### src/rtl/rgmii_idelay_tuner.sv
// RGMII receive IDELAY tuner.
// Sweeps a common tap across all lanes, scores each tap per lane from qualified
// training-pattern matches, tracks the longest contiguous passing window per lane
// and finally loads each lane with the centre of its window.
module rgmii_idelay_tuner #(
  parameter int LANES         = 5,
  parameter int TAP_W         = 5,
  parameter int SETTLE_CYCLES = 16,
  parameter int SAMPLE_CNT    = 64,
  parameter int DEFAULT_TAP   = 0
) (
  input  logic                     clk,
  input  logic                     rst,
  input  logic                     start,
  input  logic                     dly_rdy,
  input  logic                     sample_valid,
  input  logic [LANES-1:0]         sample_ok,
  output logic [LANES*TAP_W-1:0]   tap_value,
  output logic [LANES-1:0]         tap_load,
  output logic                     busy,
  output logic                     done,
  output logic [LANES-1:0]         fail
);

  // Run lengths need one extra bit: a window can span every tap.
  localparam int RUN_W   = TAP_W + 1;
  localparam int CNT_MAX = (SETTLE_CYCLES > SAMPLE_CNT) ? SETTLE_CYCLES : SAMPLE_CNT;
  localparam int CNT_W   = (CNT_MAX < 2) ? 1 : $clog2(CNT_MAX);

  localparam logic [TAP_W-1:0] MAX_TAP     = '1;
  localparam logic [TAP_W-1:0] DEF_TAP     = TAP_W'(DEFAULT_TAP);
  localparam logic [CNT_W-1:0] SETTLE_LAST = CNT_W'(SETTLE_CYCLES - 1);
  localparam logic [CNT_W-1:0] SAMPLE_LAST = CNT_W'(SAMPLE_CNT - 1);

  typedef enum logic [2:0] {
    ST_IDLE,
    ST_WAIT_RDY,
    ST_SET_TAP,
    ST_SETTLE,
    ST_SAMPLE,
    ST_UPDATE,
    ST_APPLY,
    ST_DONE
  } state_t;

  state_t             state_q, state_d;
  logic [TAP_W-1:0]   sweep_q, sweep_d;
  logic [CNT_W-1:0]   cnt_q, cnt_d;
  logic [LANES-1:0]   pass_q, pass_d;
  logic [LANES-1:0]   fail_q, fail_d;
  logic [TAP_W-1:0]   run_start_q  [LANES];
  logic [TAP_W-1:0]   run_start_d  [LANES];
  logic [RUN_W-1:0]   run_len_q    [LANES];
  logic [RUN_W-1:0]   run_len_d    [LANES];
  logic [TAP_W-1:0]   best_start_q [LANES];
  logic [TAP_W-1:0]   best_start_d [LANES];
  logic [RUN_W-1:0]   best_len_q   [LANES];
  logic [RUN_W-1:0]   best_len_d   [LANES];
  logic [TAP_W-1:0]   tap_q        [LANES];
  logic [TAP_W-1:0]   tap_d        [LANES];

  // Best window once a run still open at the last tap has been closed.
  logic [TAP_W-1:0]   cls_start    [LANES];
  logic [RUN_W-1:0]   cls_len      [LANES];
  logic [TAP_W-1:0]   apply_tap    [LANES];

  logic start_cal;
  logic abort;
  logic clear_rec;

  // Centre of a window, biased toward the start for even lengths.
  function automatic logic [TAP_W-1:0] center_tap(input logic [TAP_W-1:0] s,
                                                  input logic [RUN_W-1:0] len);
    if (len == '0) begin
      return DEF_TAP;
    end
    return TAP_W'({1'b0, s} + ((len - RUN_W'(1)) >> 1));
  endfunction

  assign start_cal = start && ((state_q == ST_IDLE) || (state_q == ST_DONE));
  assign abort     = !dly_rdy && ((state_q == ST_SET_TAP) || (state_q == ST_SETTLE) ||
                                  (state_q == ST_SAMPLE)  || (state_q == ST_UPDATE));
  assign clear_rec = start_cal || abort;

  // State and datapath registers.
  always_ff @(posedge clk) begin
    if (rst) begin
      state_q <= ST_IDLE;
      sweep_q <= '0;
      cnt_q   <= '0;
      pass_q  <= '0;
      fail_q  <= '0;
      for (int i = 0; i < LANES; i++) begin
        run_start_q[i]  <= '0;
        run_len_q[i]    <= '0;
        best_start_q[i] <= '0;
        best_len_q[i]   <= '0;
        tap_q[i]        <= DEF_TAP;
      end
    end else begin
      state_q      <= state_d;
      sweep_q      <= sweep_d;
      cnt_q        <= cnt_d;
      pass_q       <= pass_d;
      fail_q       <= fail_d;
      run_start_q  <= run_start_d;
      run_len_q    <= run_len_d;
      best_start_q <= best_start_d;
      best_len_q   <= best_len_d;
      tap_q        <= tap_d;
    end
  end

  // Next state: sweep sequencing, with delay-controller loss aborting the sweep.
  always_comb begin
    state_d = state_q;
    unique case (state_q)
      ST_IDLE, ST_DONE: if (start) state_d = ST_WAIT_RDY;
      ST_WAIT_RDY:      if (dly_rdy) state_d = ST_SET_TAP;
      ST_SET_TAP:       state_d = dly_rdy ? ST_SETTLE : ST_WAIT_RDY;
      ST_SETTLE: begin
        if (!dly_rdy)                  state_d = ST_WAIT_RDY;
        else if (cnt_q == SETTLE_LAST) state_d = ST_SAMPLE;
      end
      ST_SAMPLE: begin
        if (!dly_rdy)                                   state_d = ST_WAIT_RDY;
        else if (sample_valid && (cnt_q == SAMPLE_LAST)) state_d = ST_UPDATE;
      end
      ST_UPDATE: begin
        if (!dly_rdy)                state_d = ST_WAIT_RDY;
        else if (sweep_q == MAX_TAP) state_d = ST_APPLY;
        else                         state_d = ST_SET_TAP;
      end
      ST_APPLY:         state_d = ST_DONE;
      default:          state_d = ST_IDLE;
    endcase
  end

  // Close any open run against the best window so far; strictly longer wins.
  always_comb begin
    for (int i = 0; i < LANES; i++) begin
      if (run_len_q[i] > best_len_q[i]) begin
        cls_start[i] = run_start_q[i];
        cls_len[i]   = run_len_q[i];
      end else begin
        cls_start[i] = best_start_q[i];
        cls_len[i]   = best_len_q[i];
      end
      apply_tap[i] = center_tap(cls_start[i], cls_len[i]);
    end
  end

  // Datapath next values: counters, per-tap pass accumulation, window records.
  always_comb begin
    sweep_d      = sweep_q;
    cnt_d        = cnt_q;
    pass_d       = pass_q;
    fail_d       = fail_q;
    run_start_d  = run_start_q;
    run_len_d    = run_len_q;
    best_start_d = best_start_q;
    best_len_d   = best_len_q;
    tap_d        = tap_q;

    unique case (state_q)
      ST_SET_TAP: begin
        cnt_d = '0;
        for (int i = 0; i < LANES; i++) tap_d[i] = sweep_q;
      end
      ST_SETTLE: begin
        if (cnt_q == SETTLE_LAST) begin
          cnt_d  = '0;
          pass_d = '1;
        end else begin
          cnt_d = cnt_q + CNT_W'(1);
        end
      end
      ST_SAMPLE: begin
        if (sample_valid) begin
          pass_d = pass_q & sample_ok;
          cnt_d  = (cnt_q == SAMPLE_LAST) ? '0 : cnt_q + CNT_W'(1);
        end
      end
      ST_UPDATE: begin
        for (int i = 0; i < LANES; i++) begin
          if (pass_q[i]) begin
            if (run_len_q[i] == '0) run_start_d[i] = sweep_q;
            run_len_d[i] = run_len_q[i] + RUN_W'(1);
          end else begin
            if (run_len_q[i] > best_len_q[i]) begin
              best_start_d[i] = run_start_q[i];
              best_len_d[i]   = run_len_q[i];
            end
            run_len_d[i] = '0;
          end
        end
        if (sweep_q != MAX_TAP) sweep_d = sweep_q + TAP_W'(1);
      end
      ST_APPLY: begin
        for (int i = 0; i < LANES; i++) begin
          best_start_d[i] = cls_start[i];
          best_len_d[i]   = cls_len[i];
          run_len_d[i]    = '0;
          tap_d[i]        = apply_tap[i];
          fail_d[i]       = (cls_len[i] == '0);
        end
      end
      default: ;
    endcase

    if (clear_rec) begin
      sweep_d = '0;
      cnt_d   = '0;
      pass_d  = '0;
      for (int i = 0; i < LANES; i++) begin
        run_start_d[i]  = '0;
        run_len_d[i]    = '0;
        best_start_d[i] = '0;
        best_len_d[i]   = '0;
      end
    end
    if (start_cal) fail_d = '0;
  end

  // Outputs: load strobes only in SET_TAP and APPLY, otherwise hold the registered taps.
  always_comb begin
    tap_value = '0;
    tap_load  = '0;
    busy      = (state_q != ST_IDLE) && (state_q != ST_DONE);
    done      = (state_q == ST_DONE);
    fail      = fail_q;
    for (int i = 0; i < LANES; i++) begin
      unique case (state_q)
        ST_SET_TAP: tap_value[i*TAP_W +: TAP_W] = sweep_q;
        ST_APPLY:   tap_value[i*TAP_W +: TAP_W] = apply_tap[i];
        default:    tap_value[i*TAP_W +: TAP_W] = tap_q[i];
      endcase
    end
    if ((state_q == ST_SET_TAP) || (state_q == ST_APPLY)) tap_load = '1;
  end

endmodule

### config.mk
export PLATFORM = sky130hd
export DESIGN_NAME = rgmii_idelay_tuner
export DESIGN_NICKNAME = d
export VERILOG_FILES = /design/src/rtl/rgmii_idelay_tuner.sv
export SDC_FILE = /design/constraint.sdc
export NUM_CORES = 1
export LEC_CHECK = 0
export ABC_AREA = 1
export CORE_MARGIN = 5
export CORE_UTILIZATION = 50
export DETAILED_ROUTE_END_ITERATION = 8
export PLACE_DENSITY = 0.73
export SLEW_MARGIN = 10
export SYNTH_ARGS = -nofsm -noshare
export SYNTH_HDL_FRONTEND = slang
export SYNTH_SLANG_ARGS = --single-unit
### constraint.sdc
create_clock -name clk -period 4.55 [get_ports clk]
set_input_delay 0.91 -clock clk [delete_from_list [all_inputs] [get_ports clk]]
set_output_delay 0.91 -clock clk [all_outputs]
set_load 0.02 [all_outputs]
==> flow_metrics.env, run 1 <==
export IMPL_status="finished, final reports clean"
export IMPL_syn_area_sq_mm=0.01010
export IMPL_instances_no_fill=1822
export IMPL_crit_reg2reg_launch="best_len_q[9]$_SDFFE_PP0P_"
export IMPL_area_growth_pct=19.76
export IMPL_routed_wl_um=26510
export IMPL_p_sw_frac=0.4383
export IMPL_hold_ws_ns=0.4610
export IMPL_maxCapViolCount=0
export IMPL_dieArea_sq_mm=0.02314
export IMPL_first_iter_violations=556
export IMPL_max_freq_mhz=219.9
export IMPL_worstPathArrival_ns=3.64
export IMPL_numCtsBuffers=17
export IMPL_vias=9521
export IMPL_seqPwrFrac=0.248
export IMPL_hold_depth=2
export IMPL_fp_coreArea_sq_mm=0.02004
export IMPL_reg2reg_depth=21
export IMPL_drt_pass1_iterations=7
export IMPL_p_int_uw=3456
export IMPL_ff2ff_setup_slack_ns=1.36
export IMPL_total_power_uw=6153
export IMPL_cts_buffer_depth=2
export IMPL_synth_main_ff_cell="dfxtp_1"
export IMPL_slew_violations=0
export IMPL_setup_violations_final=0
export IMPL_grt_use_total=0.2203
export IMPL_crit_type="reg2out"
export IMPL_synth_top_cells_by_count="nand2_1, inv_1, dfxtp_1, nand3_1, a21oi_1"
export IMPL_powerDensity_mw_per_mm2=508.8
export IMPL_dp_hpwl_um=18440
export IMPL_antenna_found_initial=0
export IMPL_clk_pin_slew_ns=0.07
export IMPL_cts_root_buf="clkbuf_16"
export IMPL_final_layout_size_suffix_gt1_frac=0.1669
export IMPL_globalplace_congestion=0.9067
export IMPL_fin_setup_tns_ns=0
export IMPL_synthArstFlopShare=0
export IMPL_synth_distinct_cells=44
export IMPL_rsz0062_at_grt="yes"
export IMPL_fin_crit_sh=0.9994
export IMPL_seq_area_frac_synth=0.3152
export IMPL_syn_inst=1458
export IMPL_skew_ns=0.01436
export IMPL_gr_usage_met3=0.04266
export IMPL_syn_nets=1548
export IMPL_grtUsageMet1=0.2808
export IMPL_die_width_um=152.1
export IMPL_worst_pin_slew_ns=1.001
export IMPL_drcViolationCount=0
export IMPL_io_pins=47
export IMPL_worstHoldPathType="reg2reg"
export IMPL_clockPowerShare=0.237
export IMPL_worst_setup_path_start_kind="flip-flop"
export IMPL_path_max_fanout=4
export IMPL_htreeDepth=4
export IMPL_dp_slack_ns=-0.01631
export IMPL_grt_max_degree=79
export IMPL_fin_nets=1629
export IMPL_grt_first_pass_wirelength_um=42480
export IMPL_synth_top_area_cell="dfxtp_1"
export IMPL_cts_tree="built"
export IMPL_ys_ff_latch=159
export IMPL_numPortBuffers=46
export IMPL_gr_total_overflow=0
export IMPL_syn_area_per_cell_sq_um=6.926
export IMPL_irDropWorstVdd_v=0.0002785
export IMPL_synth_warnings=0
export IMPL_die_h_um=152.1
export IMPL_leakage_uw=0.005615
export IMPL_via_per_inst=5.226
export IMPL_clock_sinks=159
export IMPL_cp_required_ns=3.64
export IMPL_hold_viol=0
export IMPL_clk_latency_ns=0.44
export IMPL_worstSetupEndpointType="output pin"
export IMPL_period_minus_slack_ns=4.547
export IMPL_synth_top_area_frac=0.3152
export IMPL_slew_headroom=0.3317
export IMPL_nFillCells=1842
export IMPL_worst_r2r_endpoint="tap_q[9]$_SDFFE_PP0N_"
export IMPL_wl_per_cell_um=14.55
export IMPL_busiest_layer="met2"
export IMPL_finalWorstSetupSlack_ns=0.002747
export IMPL_synth_top_cells_by_area="dfxtp_1, nand2_1, ha_1"
export IMPL_use_met2=0.3637
export IMPL_grt_pass1_vias=8855
export IMPL_yosysMostFrequentCell="nand2_1"
export IMPL_num_rows=52
export IMPL_final_antenna_net_count=0
export IMPL_start_util=0.5039
export IMPL_antenna_cells=0
export IMPL_synth_edf_count=0
export IMPL_power_switching_uw=2697
export IMPL_placedCellCount=1775
export IMPL_holdPathEnd="run_start_q[7]$_SDFFE_PP0P_"
export IMPL_p_comb_frac=0.515
export IMPL_min_delay_start="run_start_q[7]$_SDFFE_PP0P_"
logic make-up (layout without fill, tap and decap cells):
logic type | count (synthesis) | count (layout) | synth area share
fa+ha+maj | 80 | 80 | 0.1028
simple gates | 616 | 616 | 0.2739
flops | 159 | 159 | 0.3152
buf+inv | 288 | 382 | 0.1192
xor+xnor | 34 | 34 | 0.02949
compound gates | 281 | 281 | 0.1593
stage by stage:
step                utilization  area (sq um)
floorplan                     -         10100
global placement         0.5484         10990
detailed placement       0.5484         10990
CTS                      0.5800         11620
global route             0.6035         12090
finish                   0.6035         12090
routing by layer:
layer / wire length [um] / share of wire
met1: 11610 / 0.44
met2: 12730 / 0.48
met3: 1152 / 0.043
met4: 1022 / 0.039
met5: 0 / 0
cell usage in the layout (no fill, tap or decap), drive strengths merged, types with 2 or more instances in the layout:
cell / instances
clkbuf: 20
clkdlybuf4s50: 26
dlygate4sd2: 8
xor2: 28
clkinv: 5
nand4: 2
or2: 2
nor3: 12
a311oi: 2
o21ai: 100
fa: 5
a21oi: 125
dfxtp: 159
o22ai: 5
inv: 247
nand3: 139
a31oi: 25
ha: 75
a22oi: 9
buf: 71
a211oi: 9
clkdlybuf4s15: 3
nand2: 353
nor2: 102
a21o: 3
xnor2: 6
nand3b: 5
final cells by class:
cell class	count	area, sq um	area share
clock buffer	17	425.4	0.03517
inverter	238	893.4	0.07387
multi-input combinational	1011	6118	0.5059
tap	270	337.8	0.02793
timing repair buffer	112	950.9	0.07863
clock inverter	15	170.2	0.01407
sequential	159	3198	0.2644
repair_timing:
item	CTS	global route
gates resized for setup	47	96
endpoints found under the setup margin	19	19
setup buffers	1	14
pin swaps	2	33
hold buffers	0	0
worst max-delay path by stage:
stage	start	end	depth (start not counted)
2_1_floorplan	best_len_q[11]$_SDFFE_PP0P_	tap_value[19]	20
3_3_place_gp	best_len_q[23]$_SDFFE_PP0P_	tap_value[9]	21
6_report	best_len_q[5]$_SDFFE_PP0P_	tap_value[24]	21
4_1_cts	best_len_q[5]$_SDFFE_PP0P_	tap_value[24]	22
5_1_grt	best_len_q[5]$_SDFFE_PP0P_	tap_value[24]	21
3_5_place_dp	best_len_q[23]$_SDFFE_PP0P_	tap_value[9]	21
flip-flops by register name, indices dropped and copies added, names as in the netlist:
signal,flops
best_len_q,30
best_start_q,25
cnt_q,6
fail,5
pass_q,5
run_len_q,30
run_start_q,25
state_q,3
sweep_q,5
tap_q,25
power by group through the flow:
| stage | Sequential [uW] | Combinational [uW] | Clock, uW |
|---|---|---|---|
| 5_1_grt | 1530 | 3530 | 1550 |
| 6_report | 1520 | 3170 | 1460 |
| 3_5_place_dp | 1550 | 2820 | 0 |
| 2_1_floorplan | 1530 | 2220 | 0 |
| 4_1_cts | 1520 | 2870 | 1480 |
| 3_3_place_gp | 1550 | 2750 | 0 |
worst max-delay path, cell delays in order (launching register included):
cell and delay, ns:
dfxtp_1 0.33, inv_1 0.09, ha_4 0.29, nand2_2 0.07
nor2_4 0.16, nand2_2 0.10, nand3_4 0.10, nand3_1 0.11
nand2_1 0.11, ha_2 0.21, nand3_1 0.10, xor2_1 0.16
ha_1 0.35, a21o_1 0.20, a31oi_2 0.17, inv_1 0.06
nand3_1 0.11, nand2_1 0.06, nand2_1 0.07, nand3_2 0.11
nand2_2 0.10, buf_4 0.14
No activity file was read; power rests on OpenSTA's default activity.
==> run 2, diff against run 1 <==
CTS_BUF_LIST = sky130_fd_sc_hd__clkbuf_16   (was default)
==> results of run 2 <==
No change in the layout: final DEF, timing and power equal those of run 1.
